===== config.mk =====
export PLATFORM = sky130hd
export DESIGN_NAME = instruction_fetch
export DESIGN_NICKNAME = d
export VERILOG_FILES = /design/src/rtl/cpu_pkg.sv /design/src/rtl/next_pc_calc.sv /design/src/rtl/instruction_fetch.sv
export SDC_FILE = /design/constraint.sdc
export NUM_CORES = 1
export LEC_CHECK = 0
export CAP_MARGIN = 20
export CORE_MARGIN = 3
export CORE_UTILIZATION = 25
export CTS_BUF_LIST = sky130_fd_sc_hd__clkbuf_8
export CTS_CLUSTER_DIAMETER = 100
export DETAILED_ROUTE_END_ITERATION = 10
export DONT_BUFFER_PORTS = 1
export HOLD_SLACK_MARGIN = 0.05
export PLACE_DENSITY = 0.36
export SYNTH_ARGS = -nofsm -noshare
export SYNTH_HDL_FRONTEND = slang
export SYNTH_SLANG_ARGS = --single-unit

===== constraint.sdc =====
create_clock -name clk -period 4 [get_ports clk]
set_input_delay 0.4 -clock clk [delete_from_list [all_inputs] [get_ports clk]]
set_output_delay 0.4 -clock clk [all_outputs]
set_load 0.01 [all_outputs]

===== src/rtl/cpu_pkg.sv =====
// Shared CPU definitions: next-PC select encodings used by fetch and the control unit,
// and the fetch-stage state type.
package cpu_pkg;

  localparam logic [2:0] PC_NEXT   = 3'b000;
  localparam logic [2:0] PC_BRANCH = 3'b001;
  localparam logic [2:0] PC_JUMP   = 3'b010;
  localparam logic [2:0] PC_JR     = 3'b011;
  localparam logic [2:0] PC_HALT   = 3'b100;

  typedef enum logic [1:0] {
    StFetch,
    StValid,
    StHalt
  } fetch_state_e;

endpackage


===== src/rtl/next_pc_calc.sv =====
// Combinational next-PC selection for the fetch stage; also flags halt requests and
// misaligned jump-register targets.
module next_pc_calc
  import cpu_pkg::*;
(
  input  logic [31:0] pc_out_i,
  input  logic [2:0]  pc_control_i,
  input  logic [15:0] branch_offset_i,
  input  logic [25:0] jump_target_i,
  input  logic [31:0] jr_target_i,
  output logic [31:0] next_pc_o,
  output logic        halt_o,
  output logic        misaligned_o
);

  logic [31:0] pc_plus4;
  logic [31:0] branch_disp;

  assign pc_plus4    = pc_out_i + 32'd4;
  assign branch_disp = {{14{branch_offset_i[15]}}, branch_offset_i, 2'b00};

  always_comb begin
    next_pc_o    = pc_plus4;
    halt_o       = 1'b0;
    misaligned_o = 1'b0;
    case (pc_control_i)
      PC_BRANCH: next_pc_o = pc_plus4 + branch_disp;
      PC_JUMP:   next_pc_o = {pc_plus4[31:28], jump_target_i, 2'b00};
      PC_JR: begin
        next_pc_o    = jr_target_i;
        misaligned_o = |jr_target_i[1:0];
        halt_o       = |jr_target_i[1:0];
      end
      PC_HALT:   halt_o = 1'b1;
      // Reserved encodings fall through to sequential fetch.
      default:   next_pc_o = pc_plus4;
    endcase
  end

endmodule


===== src/rtl/instruction_fetch.sv =====
// Instruction fetch stage: one outstanding imem read at a time, holds the returned word
// for the control unit and steers the PC when the word is accepted.
module instruction_fetch
  import cpu_pkg::*;
#(
  parameter logic [31:0] RESET_PC = 32'h0000_0000
) (
  input  logic        clk,
  input  logic        rst,
  output logic        imem_req,
  output logic [31:0] imem_addr,
  input  logic        imem_ack,
  input  logic [31:0] imem_rdata,
  output logic [31:0] instruction,
  output logic        instr_valid,
  input  logic        instr_ready,
  output logic [31:0] pc_out,
  input  logic [2:0]  pc_control,
  input  logic [15:0] branch_offset,
  input  logic [25:0] jump_target,
  input  logic [31:0] jr_target,
  output logic        halted,
  output logic        fault
);

  fetch_state_e state_q, state_d;
  logic [31:0]  pc_q, pc_d;
  logic [31:0]  instr_q, instr_d;
  logic [31:0]  pc_out_q, pc_out_d;
  logic         fault_q, fault_d;

  logic [31:0]  next_pc;
  logic         halt_req;
  logic         misaligned;

  next_pc_calc u_next_pc_calc (
    .pc_out_i        (pc_out_q),
    .pc_control_i    (pc_control),
    .branch_offset_i (branch_offset),
    .jump_target_i   (jump_target),
    .jr_target_i     (jr_target),
    .next_pc_o       (next_pc),
    .halt_o          (halt_req),
    .misaligned_o    (misaligned)
  );

  always_comb begin
    state_d  = state_q;
    pc_d     = pc_q;
    instr_d  = instr_q;
    pc_out_d = pc_out_q;
    fault_d  = fault_q;
    case (state_q)
      StFetch: begin
        if (imem_ack) begin
          instr_d  = imem_rdata;
          pc_out_d = pc_q;
          state_d  = StValid;
        end
      end
      StValid: begin
        if (instr_ready) begin
          if (halt_req) begin
            // PC is deliberately left untouched on halt or a bad JR target.
            state_d = StHalt;
            fault_d = fault_q | misaligned;
          end else begin
            pc_d    = next_pc;
            state_d = StFetch;
          end
        end
      end
      StHalt:  state_d = StHalt;
      default: state_d = StFetch;
    endcase
  end

  always_ff @(posedge clk or posedge rst) begin
    if (rst) begin
      state_q  <= StFetch;
      pc_q     <= RESET_PC;
      instr_q  <= 32'h0;
      pc_out_q <= RESET_PC;
      fault_q  <= 1'b0;
    end else begin
      state_q  <= state_d;
      pc_q     <= pc_d;
      instr_q  <= instr_d;
      pc_out_q <= pc_out_d;
      fault_q  <= fault_d;
    end
  end

  assign imem_req    = (state_q == StFetch);
  assign imem_addr   = pc_q;
  assign instr_valid = (state_q == StValid);
  assign halted      = (state_q == StHalt);
  assign instruction = instr_q;
  assign pc_out      = pc_out_q;
  assign fault       = fault_q;

endmodule


# ---- Word level (Yosys, flattened, before mapping)
# Index checks and enable logic that the tools add are counted.
dict set report word_totals {
  reg_bits 99
  word_cells 30
}
dict set report classes {
  n_addsub 2
  n_eq_ne 8
  muxes 7
  bitwise 2
  n_reduce_logical 6
}
# cell n
set op_table {}
lappend op_table {{$pmux 32 s3} 1}
lappend op_table {{$add 32x3->32 const B} 1}
lappend op_table {{$add 32x32->32} 1}
lappend op_table {{$eq 3x2->1 const B} 2}
lappend op_table {{$mux 2} 3}
lappend op_table {{$pmux 2 s3} 1}
lappend op_table {{$reduce_and 3->1} 2}
lappend op_table {{$ne 2x1->1 const B} 2}
lappend op_table {{$reduce_and 2->1} 2}
lappend op_table {{$eq 3x1->1 const B} 1}
lappend op_table {{$eq 3x3->1 const B} 1}
lappend op_table {{$eq 2x1->1 const B} 1}
lappend op_table {{$eq 2x2->1 const B} 1}
lappend op_table {{$logic_not 2->1} 1}
lappend op_table {{$pmux 1 s2} 1}
lappend op_table {{$reduce_or 2->1} 1}
lappend op_table {{$mux 1} 1}
lappend op_table {{$not 1->1} 1}
lappend op_table {{$or 1x1->1} 1}

# ---- Depth between registers and ports, before layout
dict set report logic_depth {
  depth_word 5
  depth_mapped 16
}

# ---- Modules after synthesis
# A second synthesis with hierarchy kept.
dict set report unflattened {
  cells_unflattened 642
  area_unflattened_um2 6859.1
}
# module instances cells_per_inst area_per_inst_um2 seq_area_each_um2
set by_module_without_submodules {}
lappend by_module_without_submodules {instruction_fetch 1 217 3891.2 2477.4}
lappend by_module_without_submodules {next_pc_calc 1 425 2967.8 0.0}

# ---- Worst setup path before layout
# OpenSTA, ideal clock, no wires.
dict set report synth_timing {
  path_kind {register to register}
  from {register pc_out_q[2] (netlist: pc_out[2])}
  to {register pc_q[31] (netlist: imem_addr[31])}
  setup_ps 132
  t_arrival_ps 3117
  required_ps 3868
  setup_slack_ps 751
  path_stages_with_launch 16
  path_buffers 0
  synth_period_minus_slack_ps 3249
  cell_sequence {dfrtp_1 > ha_1 > and3_4 > and2b_2 > nand3_1 > xnor2_1 > ha_1 > a21oi_1 > o21ai_1 > o21a_1 > nor2b_1 > a211oi_2 > o211ai_1 > a221oi_2 > mux2i_1 > o211ai_1}
}
dict set report synth_between {
  elab_chain_cells 3
}
# element line_no
set synth_lines {}
lappend synth_lines {{from (decl)} instruction_fetch.sv:29} ;# logic [31:0] pc_out_q, pc_out_d;
lappend synth_lines {{from (signal assigned)} instruction_fetch.sv:89} ;# pc_out_q <= pc_out_d;
lappend synth_lines {{$add 32x3->32 (*)} next_pc_calc.sv:19} ;# assign pc_plus4 = pc_out_i + 32'd4;
lappend synth_lines {{$add 32x32->32} next_pc_calc.sv:27} ;# PC_BRANCH: next_pc_o = pc_plus4 + branch_disp;
lappend synth_lines {{$pmux 32 s3 (*)} next_pc_calc.sv:26} ;# case (pc_control_i)
lappend synth_lines {{to (signal assigned)} instruction_fetch.sv:87} ;# pc_q <= pc_d;
lappend synth_lines {{to (decl)} instruction_fetch.sv:27} ;# logic [31:0] pc_q, pc_d;
# Every way passes the cells marked *; elsewhere a longest branch is shown, timed or not.
# A chain may end at the register's enable or synchronous reset.

# ---- Worst setup path in the final report
dict set report layout_timing {
  from {register pc_out_q[11] (netlist: pc_out[11])}
  to {register pc_q[31] (netlist: imem_addr[31])}
}
# Same word-level chain as after synthesis.

==> reports/qor.yml <==
synth:
  yosysTopAreaCell: "dfrtp_1"
  synth-main-ff-cell: "dfrtp_1"
  async_flop_share: 1.00
  synth-warning-count: 0
  avgSynthCellArea_um2: 9.95
  ys_ff_latch: 99
  synth_area_um2: 6770
  synth_nets: 828
  synth_edf_count: 0
  synth_top_area_frac: 0.366
  netlist_instances: 680
  synth_area_leaders: "dfrtp_1 (37%), mux2_2 (11%), ha_1 (6.3%), xnor2_1 (4.0%), nand2_1 (3.9%)"
  synth.distinct_cells: 72
  yosysSeqAreaShare: 0.366
floorplanning:
  coreArea_um2: 26400
  die_area_um2: 29100
  die_h_um: 171
  die_w_um: 171
  start_util: 0.257
  ios: 213
  fp-row-count: 59
drt:
  drt_iter0_drc: 200
  vias: 5163
  wl_per_cell_um: 21.2
  final_antenna_net_count: 0
  remaining_drc_errors: 0
  wl_mm: 21.5
  viasPerCell: 5.09
  drtPass1Iterations: 4
power:
  power_switching_mw: 2.53
  p_seq_frac: 0.411
  internal_power_mw: 2.88
  comb_power_share: 0.466
  finalPower_mw: 5.41
  peakVddDrop_v: 0.000220
  switching_share: 0.468
  leakage_nw: 3.02
  power_frac_clock: 0.123
  power_density_nw_per_um2: 743
place:
  place.gp.congestion: 0.853
  dpl_worst_slack_ns: 0.264
  io_buffer_count: 0
  dp_hpwl_mm: 16.4
global_routing:
  antenna_found_initial: 0
  grt.total_usage: 0.148
  grt_overflow: 0
  grt_pass1_wl_mm: 33.1
  grt_max_degree: 71
  grt_pass1_vias: 5528
critical_path:
  endpoint_kind: "register"
  cp_top_family: "simple AND/OR/NAND/NOR gates"
  cp.arrival_ns: 3.96
  regToRegEndpoint: "imem_addr[31]"
  worst-path-buf-inv: 0
  critPathKind: "register to register"
  crit_path_start_kind: "register"
  cpMostUsedCell: "o211ai_1"
  r2r-start: "pc_out[11]"
  crit_cells: 16
  worstRegToRegCells: 16
  path_max_fanout: 6
  r2r_slack_ns: 0.30
  cp_cell_sequence: "and4_4 > nand4_4 > nand2b_4 > nor2_1 > nand3_1 > xnor2_1 > ha_1 > o21ai_0 > nand2b_1 > nand2_1 > o22ai_1 > a211oi_2 > o211ai_1 > a221oi_2 > mux2i_1 > o211ai_1"
  slowest_delay_ns: 0.53
  critical_path_required_ns: 4.27
  cp_slowest_cell: "dfrtp_1"
timing:
  min_period_over_period: 0.924
  hold_viol: 0
  hold_ws_ns: 0.0473
  slew_headroom: 0.366
  min_period_ns: 3.70
  setup_viol: 0
  rsz0062_at_grt: "true"
  fin_ws_ns: 0.303
  final_max_slew_viol_count: 0
  skew_ns: 0.0116
  max_freq_mhz: 270
  worst_pin_slew_ns: 0.951
status:
  outcome: "completed"
final_layout:
  n_fill_cell: 2767
  multi_input_area_um2: 4040
  regArea_um2: 2480
  area_growth_pct: 7.58
  finalNetCount: 822
  drive_above_1_share: 0.202
  n_antenna_cell: 0
  final_core_util: 0.276
clock_network:
  clock_latency_ns: 0.39
  cts_htree_levels: 3
  clk_path_buf_depth: 2
  postCtsHoldBufs: 0
  clock-root-buffer: "clkbuf_8"
  cts_sinks: 99
  clk_pin_slew_ns: 0.11
  cts_tree: "done"
  cts_made_buffers: 9
worst_hold_path:
  hold_path_class: "input port to async pin"
job:
  drv_cap: 0
per-layer routing:
metal  part of all wire  GRT usage  vias to the layer above
met4              0.013     0.0374                        0
met2               0.49      0.247                      121
met1               0.44      0.190                     2566
met5                  0          0                        -
met3              0.058     0.0390                       17
li1                   -          -                     2459
logic make-up (layout without fill, tap and decap cells):
logic type | Yosys count | after routing | share of synthesized area
and+or+nand+nor | 208 | 208 | 0.162
AOI/OAI and AO/OA | 159 | 159 | 0.160
DFF | 99 | 99 | 0.366
muxes | 86 | 86 | 0.139
xor gates and xnor gates | 51 | 51 | 0.0694
buffers and inverters | 42 | 41 | 0.0368
adders and majority gates | 35 | 35 | 0.0658
cell type report:
class | instances | area share
timing repair buffer | 13 | 0.0134
clock inverter | 7 | 0.00928
inverter | 12 | 0.00653
tap | 335 | 0.0576
multi-input combinational | 539 | 0.556
clock buffer | 9 | 0.0170
sequential | 99 | 0.341
timing repair:
item,4_1_cts,5_1_grt
hold endpoints to repair,0,0
resized for setup,0,1
setup buffers,0,1
endpoints found under the setup margin,0,2
power by group through the flow:
stage | clock network [mW] | logic (mW) | registers [mW]
2_1_floorplan | 0 | 2.06 | 2.07
3_3_place_gp | 0 | 2.53 | 2.27
3_5_place_dp | 0 | 2.53 | 2.27
4_1_cts | 0.714 | 2.55 | 2.25
5_1_grt | 0.753 | 2.84 | 2.31
6_report | 0.668 | 2.52 | 2.22
Yosys cell counts, types with 9 or more instances:
cell type and n:
mux2_2 64, inv_1 12, nand4_1 9, xnor2_1 31, clkbuf_1 19, a31oi_1 9
dfrtp_1 99, nor2_1 55, nand3_1 16, xor2_1 17, ha_1 34, nand2_1 71
a21oi_1 39, mux2i_1 22, a221oi_1 14, o21ai_0 31, a21o_1 10
metrics by stage:
| stage | std cells | setup TNS (ns) | instance area [um2] |
|---|---|---|---|
| floorplan | 680 | 0 | 6770 |
| global placement | 997 | 0 | 7080 |
| detailed placement | 997 | 0 | 7080 |
| CTS | 1013 | 0 | 7270 |
| global route | 1014 | -0.0242 | 7280 |
| finish | 1014 | 0 | 7280 |
layout by cell type, fill, tap and decap left out, drive strengths merged, types with 13 or more instances in the layout:
master / Yosys / routed
xnor2: 32 / 32
o21ai: 38 / 38
mux2i: 22 / 22
ha: 34 / 34
nand3: 18 / 18
a21oi: 44 / 44
nor2: 56 / 56
mux2: 64 / 64
buf: 5 / 13
inv: 12 / 16
nand2: 73 / 73
a221oi: 16 / 16
xor2: 19 / 19
dfrtp: 99 / 99
state kept, by name (all words and copies together), names as in the netlist:
signal,flops
fault,1
imem_addr,32
instruction,32
pc_out,32
state_q,2
worst max-delay path by stage:
stage | from | endpoint | slack [ns]
floorplan | pc_out[2] | imem_addr[31] | 0.75
global placement | pc_out[10] | imem_addr[31] | 0.30
detailed placement | pc_out[10] | imem_addr[31] | 0.26
CTS | pc_out[10] | imem_addr[31] | 0.23
global route | pc_out[6] | imem_addr[31] | -0.02
finish | pc_out[11] | imem_addr[31] | 0.30
Power figures use the tool's default switching activity.
